==> config.mk <==
export PLATFORM = sky130hd
export DESIGN_NAME = core_axi_bridge_flat
export DESIGN_NICKNAME = d
export VERILOG_FILES = /design/src/rtl/core_axi_bridge_if.sv /design/src/rtl/core_axi_bridge.sv /design/src/flat_wrapper.sv
export SDC_FILE = /design/constraint.sdc
export NUM_CORES = 1
export LEC_CHECK = 0
export ABC_AREA = 0
export CAP_MARGIN = 20
export CORE_AREA = 2 2 149 151
export CTS_CLUSTER_DIAMETER = 60
export DETAILED_ROUTE_END_ITERATION = 10
export DIE_AREA = 0 0 151 153
export PLACE_DENSITY_LB_ADDON = 0.3
export SYNTH_ARGS = -nofsm -noshare
export SYNTH_HDL_FRONTEND = slang
export SYNTH_SLANG_ARGS = --single-unit
export TNS_END_PERCENT = 20
==> constraint.sdc <==
create_clock -name clock -period 3.1 [get_ports clock]
set_input_delay 0.775 -clock clock [delete_from_list [all_inputs] [get_ports clock]]
set_output_delay 0.775 -clock clock [all_outputs]
set_load 0.05 [all_outputs]
==> src/rtl/core_axi_bridge_if.sv <==
`default_nettype none
// ============================================================================
// Module      : core_axi_bridge_if
// Description : Core-side SRAM-like request ports and AXI3 master channels
//               used by core_axi_bridge.
// Revision    : 1.0 - initial release
// ============================================================================
interface core_axi_bridge_if #(
    parameter int DATA_W = 32,
    parameter int ID_W   = 4
);
    // instruction fetch port
    logic                  inst_req;
    logic [31:0]           inst_addr;
    logic [3:0]            inst_len;
    logic                  inst_addr_ok;
    logic [DATA_W-1:0]     inst_rdata;
    logic                  inst_rvalid;
    logic                  inst_rlast;

    // data port
    logic                  data_req;
    logic                  data_wr;
    logic [1:0]            data_size;
    logic [31:0]           data_addr;
    logic [DATA_W/8-1:0]   data_wstrb;
    logic [DATA_W-1:0]     data_wdata;
    logic                  data_addr_ok;
    logic [DATA_W-1:0]     data_rdata;
    logic                  data_data_ok;

    // AXI3 read address / read data
    logic [ID_W-1:0]       m_axi_arid;
    logic [31:0]           m_axi_araddr;
    logic [3:0]            m_axi_arlen;
    logic [2:0]            m_axi_arsize;
    logic [1:0]            m_axi_arburst;
    logic [1:0]            m_axi_arlock;
    logic [3:0]            m_axi_arcache;
    logic [2:0]            m_axi_arprot;
    logic                  m_axi_arvalid;
    logic                  m_axi_arready;
    logic [ID_W-1:0]       m_axi_rid;
    logic [DATA_W-1:0]     m_axi_rdata;
    logic [1:0]            m_axi_rresp;
    logic                  m_axi_rlast;
    logic                  m_axi_rvalid;
    logic                  m_axi_rready;

    // AXI3 write address / write data / write response
    logic [ID_W-1:0]       m_axi_awid;
    logic [31:0]           m_axi_awaddr;
    logic [3:0]            m_axi_awlen;
    logic [2:0]            m_axi_awsize;
    logic [1:0]            m_axi_awburst;
    logic [1:0]            m_axi_awlock;
    logic [3:0]            m_axi_awcache;
    logic [2:0]            m_axi_awprot;
    logic                  m_axi_awvalid;
    logic                  m_axi_awready;
    logic [ID_W-1:0]       m_axi_wid;
    logic [DATA_W-1:0]     m_axi_wdata;
    logic [DATA_W/8-1:0]   m_axi_wstrb;
    logic                  m_axi_wlast;
    logic                  m_axi_wvalid;
    logic                  m_axi_wready;
    logic [ID_W-1:0]       m_axi_bid;
    logic [1:0]            m_axi_bresp;
    logic                  m_axi_bvalid;
    logic                  m_axi_bready;

    // bridge view: serves the core ports, masters the AXI bus
    modport master (
        input  inst_req, inst_addr, inst_len,
        output inst_addr_ok, inst_rdata, inst_rvalid, inst_rlast,
        input  data_req, data_wr, data_size, data_addr, data_wstrb, data_wdata,
        output data_addr_ok, data_rdata, data_data_ok,
        output m_axi_arid, m_axi_araddr, m_axi_arlen, m_axi_arsize, m_axi_arburst,
               m_axi_arlock, m_axi_arcache, m_axi_arprot, m_axi_arvalid,
        input  m_axi_arready,
        input  m_axi_rid, m_axi_rdata, m_axi_rresp, m_axi_rlast, m_axi_rvalid,
        output m_axi_rready,
        output m_axi_awid, m_axi_awaddr, m_axi_awlen, m_axi_awsize, m_axi_awburst,
               m_axi_awlock, m_axi_awcache, m_axi_awprot, m_axi_awvalid,
        input  m_axi_awready,
        output m_axi_wid, m_axi_wdata, m_axi_wstrb, m_axi_wlast, m_axi_wvalid,
        input  m_axi_wready,
        input  m_axi_bid, m_axi_bresp, m_axi_bvalid,
        output m_axi_bready
    );

    // environment view: drives the core requests, acts as the AXI slave
    modport slave (
        output inst_req, inst_addr, inst_len,
        input  inst_addr_ok, inst_rdata, inst_rvalid, inst_rlast,
        output data_req, data_wr, data_size, data_addr, data_wstrb, data_wdata,
        input  data_addr_ok, data_rdata, data_data_ok,
        input  m_axi_arid, m_axi_araddr, m_axi_arlen, m_axi_arsize, m_axi_arburst,
               m_axi_arlock, m_axi_arcache, m_axi_arprot, m_axi_arvalid,
        output m_axi_arready,
        output m_axi_rid, m_axi_rdata, m_axi_rresp, m_axi_rlast, m_axi_rvalid,
        input  m_axi_rready,
        input  m_axi_awid, m_axi_awaddr, m_axi_awlen, m_axi_awsize, m_axi_awburst,
               m_axi_awlock, m_axi_awcache, m_axi_awprot, m_axi_awvalid,
        output m_axi_awready,
        input  m_axi_wid, m_axi_wdata, m_axi_wstrb, m_axi_wlast, m_axi_wvalid,
        output m_axi_wready,
        output m_axi_bid, m_axi_bresp, m_axi_bvalid,
        input  m_axi_bready
    );
endinterface
`default_nettype wire

==> src/rtl/core_axi_bridge.sv <==
`default_nettype none
// ============================================================================
// Module      : core_axi_bridge
// Description : Merges the core's instruction-fetch and data request ports
//               onto one AXI3 master with independent read and write FSMs.
// Revision    : 1.0 - initial release
// ============================================================================
module core_axi_bridge #(
    parameter int DATA_W  = 32,
    parameter int ID_W    = 4,
    parameter int MAX_LEN = 16
) (
    input  wire logic           clock,
    input  wire logic           resetn,
    core_axi_bridge_if.master   bus
);
    localparam int                c_strb_w    = DATA_W / 8;
    localparam int                c_off       = (DATA_W == 64) ? 3 : 2;
    localparam logic [2:0]        c_inst_size = 3'(c_off);
    localparam logic [3:0]        c_max_len   = 4'(MAX_LEN - 1);
    localparam logic [ID_W-1:0]   c_id_inst   = '0;
    localparam logic [ID_W-1:0]   c_id_data   = ID_W'(1);

    typedef enum logic [1:0] {
        R_IDLE = 2'd0,
        R_AR   = 2'd1,
        R_DATA = 2'd2
    } rd_state_t;

    typedef enum logic [1:0] {
        W_IDLE = 2'd0,
        W_SEND = 2'd1,
        W_RESP = 2'd2
    } wr_state_t;

    rd_state_t              r_rd_state, w_rd_next;
    wr_state_t              r_wr_state, w_wr_next;

    logic [31:0]            r_ar_addr;
    logic [3:0]             r_ar_len;
    logic [2:0]             r_ar_size;
    logic [ID_W-1:0]        r_ar_id;
    logic                   r_rd_is_data;

    logic [31:0]            r_aw_addr;
    logic [2:0]             r_aw_size;
    logic [DATA_W-1:0]      r_w_data;
    logic [c_strb_w-1:0]    r_w_strb;
    logic                   r_aw_done;
    logic                   r_w_done;

    logic                   w_hazard;
    logic                   w_dread_req;
    logic                   w_acc_dread;
    logic                   w_acc_inst;
    logic                   w_acc_write;
    logic [3:0]             w_inst_len;
    logic                   w_awvalid;
    logic                   w_wvalid;
    logic                   w_aw_hs;
    logic                   w_w_hs;
    logic                   w_data_beat;
    logic                   w_inst_beat;
    logic                   w_bready;
    logic                   w_unused;

    // A pending write blocks reads of the same bus word until its response is back
    assign w_hazard    = (r_wr_state != W_IDLE) &&
                         (bus.data_addr[31:c_off] == r_aw_addr[31:c_off]);
    assign w_dread_req = resetn && bus.data_req && !bus.data_wr && !w_hazard;
    assign w_inst_len  = (bus.inst_len > c_max_len) ? c_max_len : bus.inst_len;

    assign w_awvalid   = (r_wr_state == W_SEND) && !r_aw_done;
    assign w_wvalid    = (r_wr_state == W_SEND) && !r_w_done;
    assign w_aw_hs     = w_awvalid && bus.m_axi_awready;
    assign w_w_hs      = w_wvalid && bus.m_axi_wready;

    assign w_data_beat = (r_rd_state == R_DATA) &&  r_rd_is_data && bus.m_axi_rvalid;
    assign w_inst_beat = (r_rd_state == R_DATA) && !r_rd_is_data && bus.m_axi_rvalid;
    // Hold off B while a data-read beat returns so data_data_ok never merges two completions
    assign w_bready    = (r_wr_state == W_RESP) && !w_data_beat;

    // ------------------------------------------------------------------ read FSM
    always_comb begin
        w_rd_next   = r_rd_state;
        w_acc_dread = 1'b0;
        w_acc_inst  = 1'b0;
        case (r_rd_state)
            R_IDLE: begin
                if (w_dread_req) begin
                    w_acc_dread = 1'b1;
                    w_rd_next   = R_AR;
                end else if (resetn && bus.inst_req) begin
                    w_acc_inst  = 1'b1;
                    w_rd_next   = R_AR;
                end
            end
            R_AR: begin
                if (bus.m_axi_arready) begin
                    w_rd_next = R_DATA;
                end
            end
            R_DATA: begin
                if (bus.m_axi_rvalid && bus.m_axi_rlast) begin
                    w_rd_next = R_IDLE;
                end
            end
            default: w_rd_next = R_IDLE;
        endcase
    end

    always_ff @(posedge clock) begin
        if (!resetn) begin
            r_rd_state   <= R_IDLE;
            r_ar_addr    <= '0;
            r_ar_len     <= '0;
            r_ar_size    <= '0;
            r_ar_id      <= '0;
            r_rd_is_data <= 1'b0;
        end else begin
            r_rd_state <= w_rd_next;
            if (w_acc_dread) begin
                r_ar_addr    <= bus.data_addr;
                r_ar_len     <= 4'd0;
                r_ar_size    <= {1'b0, bus.data_size};
                r_ar_id      <= c_id_data;
                r_rd_is_data <= 1'b1;
            end else if (w_acc_inst) begin
                r_ar_addr    <= bus.inst_addr;
                r_ar_len     <= w_inst_len;
                r_ar_size    <= c_inst_size;
                r_ar_id      <= c_id_inst;
                r_rd_is_data <= 1'b0;
            end
        end
    end

    // ----------------------------------------------------------------- write FSM
    always_comb begin
        w_wr_next   = r_wr_state;
        w_acc_write = 1'b0;
        case (r_wr_state)
            W_IDLE: begin
                if (resetn && bus.data_req && bus.data_wr) begin
                    w_acc_write = 1'b1;
                    w_wr_next   = W_SEND;
                end
            end
            W_SEND: begin
                if ((r_aw_done || w_aw_hs) && (r_w_done || w_w_hs)) begin
                    w_wr_next = W_RESP;
                end
            end
            W_RESP: begin
                if (bus.m_axi_bvalid && w_bready) begin
                    w_wr_next = W_IDLE;
                end
            end
            default: w_wr_next = W_IDLE;
        endcase
    end

    always_ff @(posedge clock) begin
        if (!resetn) begin
            r_wr_state <= W_IDLE;
            r_aw_addr  <= '0;
            r_aw_size  <= '0;
            r_w_data   <= '0;
            r_w_strb   <= '0;
            r_aw_done  <= 1'b0;
            r_w_done   <= 1'b0;
        end else begin
            r_wr_state <= w_wr_next;
            if (w_acc_write) begin
                r_aw_addr <= bus.data_addr;
                r_aw_size <= {1'b0, bus.data_size};
                r_w_data  <= bus.data_wdata;
                r_w_strb  <= bus.data_wstrb;
                r_aw_done <= 1'b0;
                r_w_done  <= 1'b0;
            end else begin
                r_aw_done <= r_aw_done || w_aw_hs;
                r_w_done  <= r_w_done  || w_w_hs;
            end
        end
    end

    // ------------------------------------------------------------- core outputs
    assign bus.inst_addr_ok  = w_acc_inst;
    assign bus.inst_rdata    = bus.m_axi_rdata;
    assign bus.inst_rvalid   = w_inst_beat;
    assign bus.inst_rlast    = w_inst_beat && bus.m_axi_rlast;

    assign bus.data_addr_ok  = w_acc_dread || w_acc_write;
    assign bus.data_rdata    = bus.m_axi_rdata;
    assign bus.data_data_ok  = w_data_beat || (bus.m_axi_bvalid && w_bready);

    // -------------------------------------------------------------- AXI outputs
    assign bus.m_axi_arid    = r_ar_id;
    assign bus.m_axi_araddr  = r_ar_addr;
    assign bus.m_axi_arlen   = r_ar_len;
    assign bus.m_axi_arsize  = r_ar_size;
    assign bus.m_axi_arburst = 2'b01;
    assign bus.m_axi_arlock  = 2'b00;
    assign bus.m_axi_arcache = 4'h0;
    assign bus.m_axi_arprot  = 3'h0;
    assign bus.m_axi_arvalid = (r_rd_state == R_AR);
    assign bus.m_axi_rready  = (r_rd_state == R_DATA);

    assign bus.m_axi_awid    = c_id_data;
    assign bus.m_axi_awaddr  = r_aw_addr;
    assign bus.m_axi_awlen   = 4'd0;
    assign bus.m_axi_awsize  = r_aw_size;
    assign bus.m_axi_awburst = 2'b01;
    assign bus.m_axi_awlock  = 2'b00;
    assign bus.m_axi_awcache = 4'h0;
    assign bus.m_axi_awprot  = 3'h0;
    assign bus.m_axi_awvalid = w_awvalid;

    assign bus.m_axi_wid     = c_id_data;
    assign bus.m_axi_wdata   = r_w_data;
    assign bus.m_axi_wstrb   = r_w_strb;
    assign bus.m_axi_wlast   = 1'b1;
    assign bus.m_axi_wvalid  = w_wvalid;

    assign bus.m_axi_bready  = w_bready;

    // Response IDs and status codes are deliberately ignored
    assign w_unused = ^{bus.m_axi_rid, bus.m_axi_rresp, bus.m_axi_bid, bus.m_axi_bresp};

endmodule
`default_nettype wire
==> src/flat_wrapper.sv <==
// flat-port wrapper written by rule: the top's interface ports become plain ports
module core_axi_bridge_flat 
#(
    parameter int DATA_W  = 32,
    parameter int ID_W    = 4,
    parameter int MAX_LEN = 16
)
  (clock, resetn, bus_inst_req, bus_inst_addr, bus_inst_len, bus_inst_addr_ok, bus_inst_rdata, bus_inst_rvalid, bus_inst_rlast, bus_data_req, bus_data_wr, bus_data_size, bus_data_addr, bus_data_wstrb, bus_data_wdata, bus_data_addr_ok, bus_data_rdata, bus_data_data_ok, bus_m_axi_arid, bus_m_axi_araddr, bus_m_axi_arlen, bus_m_axi_arsize, bus_m_axi_arburst, bus_m_axi_arlock, bus_m_axi_arcache, bus_m_axi_arprot, bus_m_axi_arvalid, bus_m_axi_arready, bus_m_axi_rid, bus_m_axi_rdata, bus_m_axi_rresp, bus_m_axi_rlast, bus_m_axi_rvalid, bus_m_axi_rready, bus_m_axi_awid, bus_m_axi_awaddr, bus_m_axi_awlen, bus_m_axi_awsize, bus_m_axi_awburst, bus_m_axi_awlock, bus_m_axi_awcache, bus_m_axi_awprot, bus_m_axi_awvalid, bus_m_axi_awready, bus_m_axi_wid, bus_m_axi_wdata, bus_m_axi_wstrb, bus_m_axi_wlast, bus_m_axi_wvalid, bus_m_axi_wready, bus_m_axi_bid, bus_m_axi_bresp, bus_m_axi_bvalid, bus_m_axi_bready);
  core_axi_bridge_if #(.DATA_W(DATA_W), .ID_W(ID_W)) bus_i ();
  input  wire logic clock;
  input  wire logic resetn;
  input wire logic [$bits(bus_i.inst_req)-1:0] bus_inst_req;
  input wire logic [$bits(bus_i.inst_addr)-1:0] bus_inst_addr;
  input wire logic [$bits(bus_i.inst_len)-1:0] bus_inst_len;
  output wire logic [$bits(bus_i.inst_addr_ok)-1:0] bus_inst_addr_ok;
  output wire logic [$bits(bus_i.inst_rdata)-1:0] bus_inst_rdata;
  output wire logic [$bits(bus_i.inst_rvalid)-1:0] bus_inst_rvalid;
  output wire logic [$bits(bus_i.inst_rlast)-1:0] bus_inst_rlast;
  input wire logic [$bits(bus_i.data_req)-1:0] bus_data_req;
  input wire logic [$bits(bus_i.data_wr)-1:0] bus_data_wr;
  input wire logic [$bits(bus_i.data_size)-1:0] bus_data_size;
  input wire logic [$bits(bus_i.data_addr)-1:0] bus_data_addr;
  input wire logic [$bits(bus_i.data_wstrb)-1:0] bus_data_wstrb;
  input wire logic [$bits(bus_i.data_wdata)-1:0] bus_data_wdata;
  output wire logic [$bits(bus_i.data_addr_ok)-1:0] bus_data_addr_ok;
  output wire logic [$bits(bus_i.data_rdata)-1:0] bus_data_rdata;
  output wire logic [$bits(bus_i.data_data_ok)-1:0] bus_data_data_ok;
  output wire logic [$bits(bus_i.m_axi_arid)-1:0] bus_m_axi_arid;
  output wire logic [$bits(bus_i.m_axi_araddr)-1:0] bus_m_axi_araddr;
  output wire logic [$bits(bus_i.m_axi_arlen)-1:0] bus_m_axi_arlen;
  output wire logic [$bits(bus_i.m_axi_arsize)-1:0] bus_m_axi_arsize;
  output wire logic [$bits(bus_i.m_axi_arburst)-1:0] bus_m_axi_arburst;
  output wire logic [$bits(bus_i.m_axi_arlock)-1:0] bus_m_axi_arlock;
  output wire logic [$bits(bus_i.m_axi_arcache)-1:0] bus_m_axi_arcache;
  output wire logic [$bits(bus_i.m_axi_arprot)-1:0] bus_m_axi_arprot;
  output wire logic [$bits(bus_i.m_axi_arvalid)-1:0] bus_m_axi_arvalid;
  input wire logic [$bits(bus_i.m_axi_arready)-1:0] bus_m_axi_arready;
  input wire logic [$bits(bus_i.m_axi_rid)-1:0] bus_m_axi_rid;
  input wire logic [$bits(bus_i.m_axi_rdata)-1:0] bus_m_axi_rdata;
  input wire logic [$bits(bus_i.m_axi_rresp)-1:0] bus_m_axi_rresp;
  input wire logic [$bits(bus_i.m_axi_rlast)-1:0] bus_m_axi_rlast;
  input wire logic [$bits(bus_i.m_axi_rvalid)-1:0] bus_m_axi_rvalid;
  output wire logic [$bits(bus_i.m_axi_rready)-1:0] bus_m_axi_rready;
  output wire logic [$bits(bus_i.m_axi_awid)-1:0] bus_m_axi_awid;
  output wire logic [$bits(bus_i.m_axi_awaddr)-1:0] bus_m_axi_awaddr;
  output wire logic [$bits(bus_i.m_axi_awlen)-1:0] bus_m_axi_awlen;
  output wire logic [$bits(bus_i.m_axi_awsize)-1:0] bus_m_axi_awsize;
  output wire logic [$bits(bus_i.m_axi_awburst)-1:0] bus_m_axi_awburst;
  output wire logic [$bits(bus_i.m_axi_awlock)-1:0] bus_m_axi_awlock;
  output wire logic [$bits(bus_i.m_axi_awcache)-1:0] bus_m_axi_awcache;
  output wire logic [$bits(bus_i.m_axi_awprot)-1:0] bus_m_axi_awprot;
  output wire logic [$bits(bus_i.m_axi_awvalid)-1:0] bus_m_axi_awvalid;
  input wire logic [$bits(bus_i.m_axi_awready)-1:0] bus_m_axi_awready;
  output wire logic [$bits(bus_i.m_axi_wid)-1:0] bus_m_axi_wid;
  output wire logic [$bits(bus_i.m_axi_wdata)-1:0] bus_m_axi_wdata;
  output wire logic [$bits(bus_i.m_axi_wstrb)-1:0] bus_m_axi_wstrb;
  output wire logic [$bits(bus_i.m_axi_wlast)-1:0] bus_m_axi_wlast;
  output wire logic [$bits(bus_i.m_axi_wvalid)-1:0] bus_m_axi_wvalid;
  input wire logic [$bits(bus_i.m_axi_wready)-1:0] bus_m_axi_wready;
  input wire logic [$bits(bus_i.m_axi_bid)-1:0] bus_m_axi_bid;
  input wire logic [$bits(bus_i.m_axi_bresp)-1:0] bus_m_axi_bresp;
  input wire logic [$bits(bus_i.m_axi_bvalid)-1:0] bus_m_axi_bvalid;
  output wire logic [$bits(bus_i.m_axi_bready)-1:0] bus_m_axi_bready;
  assign bus_i.inst_req = bus_inst_req;
  assign bus_i.inst_addr = bus_inst_addr;
  assign bus_i.inst_len = bus_inst_len;
  assign bus_inst_addr_ok = bus_i.inst_addr_ok;
  assign bus_inst_rdata = bus_i.inst_rdata;
  assign bus_inst_rvalid = bus_i.inst_rvalid;
  assign bus_inst_rlast = bus_i.inst_rlast;
  assign bus_i.data_req = bus_data_req;
  assign bus_i.data_wr = bus_data_wr;
  assign bus_i.data_size = bus_data_size;
  assign bus_i.data_addr = bus_data_addr;
  assign bus_i.data_wstrb = bus_data_wstrb;
  assign bus_i.data_wdata = bus_data_wdata;
  assign bus_data_addr_ok = bus_i.data_addr_ok;
  assign bus_data_rdata = bus_i.data_rdata;
  assign bus_data_data_ok = bus_i.data_data_ok;
  assign bus_m_axi_arid = bus_i.m_axi_arid;
  assign bus_m_axi_araddr = bus_i.m_axi_araddr;
  assign bus_m_axi_arlen = bus_i.m_axi_arlen;
  assign bus_m_axi_arsize = bus_i.m_axi_arsize;
  assign bus_m_axi_arburst = bus_i.m_axi_arburst;
  assign bus_m_axi_arlock = bus_i.m_axi_arlock;
  assign bus_m_axi_arcache = bus_i.m_axi_arcache;
  assign bus_m_axi_arprot = bus_i.m_axi_arprot;
  assign bus_m_axi_arvalid = bus_i.m_axi_arvalid;
  assign bus_i.m_axi_arready = bus_m_axi_arready;
  assign bus_i.m_axi_rid = bus_m_axi_rid;
  assign bus_i.m_axi_rdata = bus_m_axi_rdata;
  assign bus_i.m_axi_rresp = bus_m_axi_rresp;
  assign bus_i.m_axi_rlast = bus_m_axi_rlast;
  assign bus_i.m_axi_rvalid = bus_m_axi_rvalid;
  assign bus_m_axi_rready = bus_i.m_axi_rready;
  assign bus_m_axi_awid = bus_i.m_axi_awid;
  assign bus_m_axi_awaddr = bus_i.m_axi_awaddr;
  assign bus_m_axi_awlen = bus_i.m_axi_awlen;
  assign bus_m_axi_awsize = bus_i.m_axi_awsize;
  assign bus_m_axi_awburst = bus_i.m_axi_awburst;
  assign bus_m_axi_awlock = bus_i.m_axi_awlock;
  assign bus_m_axi_awcache = bus_i.m_axi_awcache;
  assign bus_m_axi_awprot = bus_i.m_axi_awprot;
  assign bus_m_axi_awvalid = bus_i.m_axi_awvalid;
  assign bus_i.m_axi_awready = bus_m_axi_awready;
  assign bus_m_axi_wid = bus_i.m_axi_wid;
  assign bus_m_axi_wdata = bus_i.m_axi_wdata;
  assign bus_m_axi_wstrb = bus_i.m_axi_wstrb;
  assign bus_m_axi_wlast = bus_i.m_axi_wlast;
  assign bus_m_axi_wvalid = bus_i.m_axi_wvalid;
  assign bus_i.m_axi_wready = bus_m_axi_wready;
  assign bus_i.m_axi_bid = bus_m_axi_bid;
  assign bus_i.m_axi_bresp = bus_m_axi_bresp;
  assign bus_i.m_axi_bvalid = bus_m_axi_bvalid;
  assign bus_m_axi_bready = bus_i.m_axi_bready;
  core_axi_bridge #(.DATA_W(DATA_W), .ID_W(ID_W), .MAX_LEN(MAX_LEN)) u_core (.clock(clock), .resetn(resetn), .bus(bus_i));
endmodule
==> flow_metrics.tcl <==
set metrics [dict create \
    wl_um 19300 \
    required_ns 2.32 \
    crit_path_max_fanout 2 \
    dpl_cell_area_mm2 0.00807 \
    fin_worst_skew_ns 0.00959 \
    ant_nets 0 \
    drc 0 \
    yosysSeqAreaShare_pct 39.3 \
    netlist_instances 707 \
    critPathKind "in2out" \
    crit_path_start_kind "primary input" \
    layout.nets 1051 \
    drive_gt1_share_pct 13.7 \
    final_common_cell "clkdlybuf4s50_1" \
    die_area_mm2 0.0231 \
    num_rows 54 \
    root_buffer "clkbuf_16" \
    max-cap-violations 0 \
    cp.arrival_ns 2.37 \
    cts.sinks 115 \
    ioPinCount 384 \
    dp_hpwl_um 13000 \
    cts_buffers 17 \
    vias_per_cell 4.41 \
    area_growth_pct 51.0 \
    worst_pin_slew_ns 0.846 \
    grt_max_degree 111 \
    hold_buffers 0 \
    grt_setup_unrepaired "true" \
    antenna_cells 0 \
    vias 5214 \
    final_cell_area_mm2 0.00885 \
    grt_first_pass_wirelength_um 29300 \
    clk_pin_slew_ns 0.06 \
    syn_avg_cell_area_um2 8.29 \
    worstHoldPathType "reg2reg" \
    postLayoutSetupSlackWorst_ns -0.0478 \
    io_buffer_count 235 \
    max_clock_freq_mhz 318 \
    cts_tree "yes" \
    die_x_um 151 \
    final_util_pct 41.2 \
    ir_drop_v 0.000322 \
    end_kind "primary output" \
    violations "negative setup slack" \
    clk_latency_ns 0.41 \
    period_share_pct 102 \
    start_util_pct 27.3 \
    gp_congestion 0.720 \
    p_leak_nw 3.23 \
    min_period_ns 3.15 \
    nFillCells 2201 \
    setup_viol 1 \
    dp_slack_ns -0.539 \
    grt_usage_pct 16.6 \
    first_pass_iters 4 \
    synth_warnings 0 \
    die_y_um 153 \
    ys_types 37 \
    grt_antenna_before_repair 1 \
    yosys.area.top_type_share_pct 39.3 \
    grt_pass1_vias 5042 \
    status "finished with violations" \
    slew_viol_final 0 \
    powerDensity_mw_per_mm2 543 \
    synthTopCellsByArea "dfxtp_1, buf_4, nand2_1, a21boi_0, o31ai_1" \
    clockBufferDepth 2 \
    final_cell_mix "clkdlybuf4s50_1, nand2_1, dfxtp_1" \
    ys_ff_latch 115 \
    core_area_mm2 0.0215 \
    grt_overflow 0 \
    final-hold-violation-count 0 \
    htreeDepth 4 \
    wl_per_cell_um 16.3 \
    yosysTopAreaCell "dfxtp_1" \
    relSlewSlack_pct 43.6 \
    synth_area_mm2 0.00586 \
    drt_iter0_markers 126 \
]
-- what timing repair did --
| item | in CTS | in global routing |
|---|---|---|
| pin swaps | 17 | 20 |
| gates cloned | 0 | 0 |
| setup buffers | 0 | 1 |
| endpoints found under the setup margin | 2 | 2 |
| gates resized for setup | 63 | 24 |
-- per-layer routing --
| layer | global-route usage, % | part of all wire [%] |
|---|---|---|
| met2 | 26.7 | 47 |
| met1 | 20.3 | 42 |
| met5 | 0 | 0.062 |
| met3 | 6.42 | 8.7 |
| met4 | 5.16 | 2.0 |
-- where the power goes --
part           leakage, nW  total (mW)  switching, mW  internal [mW]
combinational         2.00        1.05          0.646          0.400
clock                0.292        2.15          0.774           1.38
sequential           0.938        1.61         0.0508           1.55
-- synthesized netlist by cell type --
library cell and count:
a21oi_1 37, nand2b_1 5, nor2_1 8, a21oi_2 1, buf_2 5, o31ai_1 32, nand4_1 7, or2_2 1
buf_4 105, and4_1 1, inv_1 2, nand3_1 1, xor2_1 3, or4_4 1, conb_1 2, nor4_2 1
nand2_1 176, a31o_2 1, a21boi_1 1, and2_1 3, a2111oi_4 1, nor3_2 2, o21ai_0 5, nor3_1 2
o22ai_1 2, clkbuf_1 36, nor2b_1 6, nor4_4 1, nand3b_1 7, dfxtp_1 115, and3_1 1, o311a_1 2
and3b_1 1, a21boi_0 71, buf_6 4, xnor2_1 27, o21bai_1 31
-- flip-flops by register name, indices dropped and copies added (netlist names) --
signal                   cells
u_core.bus.m_axi_araddr     32
u_core.bus.m_axi_awaddr     32
u_core.bus.m_axi_wdata      32
u_core.bus.m_axi_arlen       4
u_core.bus.m_axi_wstrb       4
u_core.bus.m_axi_arsize      2
u_core.bus.m_axi_awsize      2
u_core.r_rd_state            2
u_core.r_wr_state            2
u_core.bus.m_axi_arid        1
u_core.r_aw_done             1
u_core.r_w_done              1
-- worst paths after layout --
check / start / end / slack [ns] / cells past startpoint
min: u_core.bus.m_axi_wdata[5]$_SDFFE_PN0P_ / u_core.bus.m_axi_wdata[5]$_SDFFE_PN0P_ / 0.46 / 2
max: bus_data_addr[29] / bus_data_addr_ok / -0.05 / 8
max reg2reg: u_core.r_wr_state[1]$_SDFFE_PN0P_ / u_core.bus.m_axi_araddr[31]$_SDFFE_PN0P_ / 0.50 / 8
min reg2reg: u_core.bus.m_axi_wdata[5]$_SDFFE_PN0P_ / u_core.bus.m_axi_wdata[5]$_SDFFE_PN0P_ / 0.46 / 2
-- logic make-up after synthesis --
kind of cell,synth area share [%]
buffers and inverters,17.1
other,0.128
XOR/XNOR,4.48
flip-flops,39.3
AO/OA/AOI/OAI,22.2
AND/OR/NAND/NOR,16.8
-- layout make-up --
cell class / count / area, um^2 / area share [%]
well taps: 280 / 350 / 3.96
flip-flops and latches: 115 / 2300 / 26.0
clock inverters: 14 / 200 / 2.26
multi-input cells: 478 / 2870 / 32.4
inverters: 2 / 10.0 / 0.113
clock buffers: 18 / 439 / 4.96
repair buffers: 276 / 2680 / 30.2
-- through the flow --
stage	cells	power [mW]	hold slack [ns]	TNS (ns)
final	1183	4.80	0.461	-0.0478
after global routing	1183	5.01	0.480	-0.139
after CTS	1181	4.86	0.468	-0.209
after detailed placement	1149	2.68	0.460	-9.34
after global placement	1149	2.67	0.453	-6.42
after floorplan	745	2.50	0.459	-0.0945
-- worst max-delay path, cell delays in order --
cell       delay [ns]
buf_6            0.09
xor2_1           0.13
or4_4            0.58
nor4_4           0.14
buf_4            0.17
a2111oi_4        0.07
or2_4            0.25
buf_8            0.15
(Power assumes the default switching activity.)
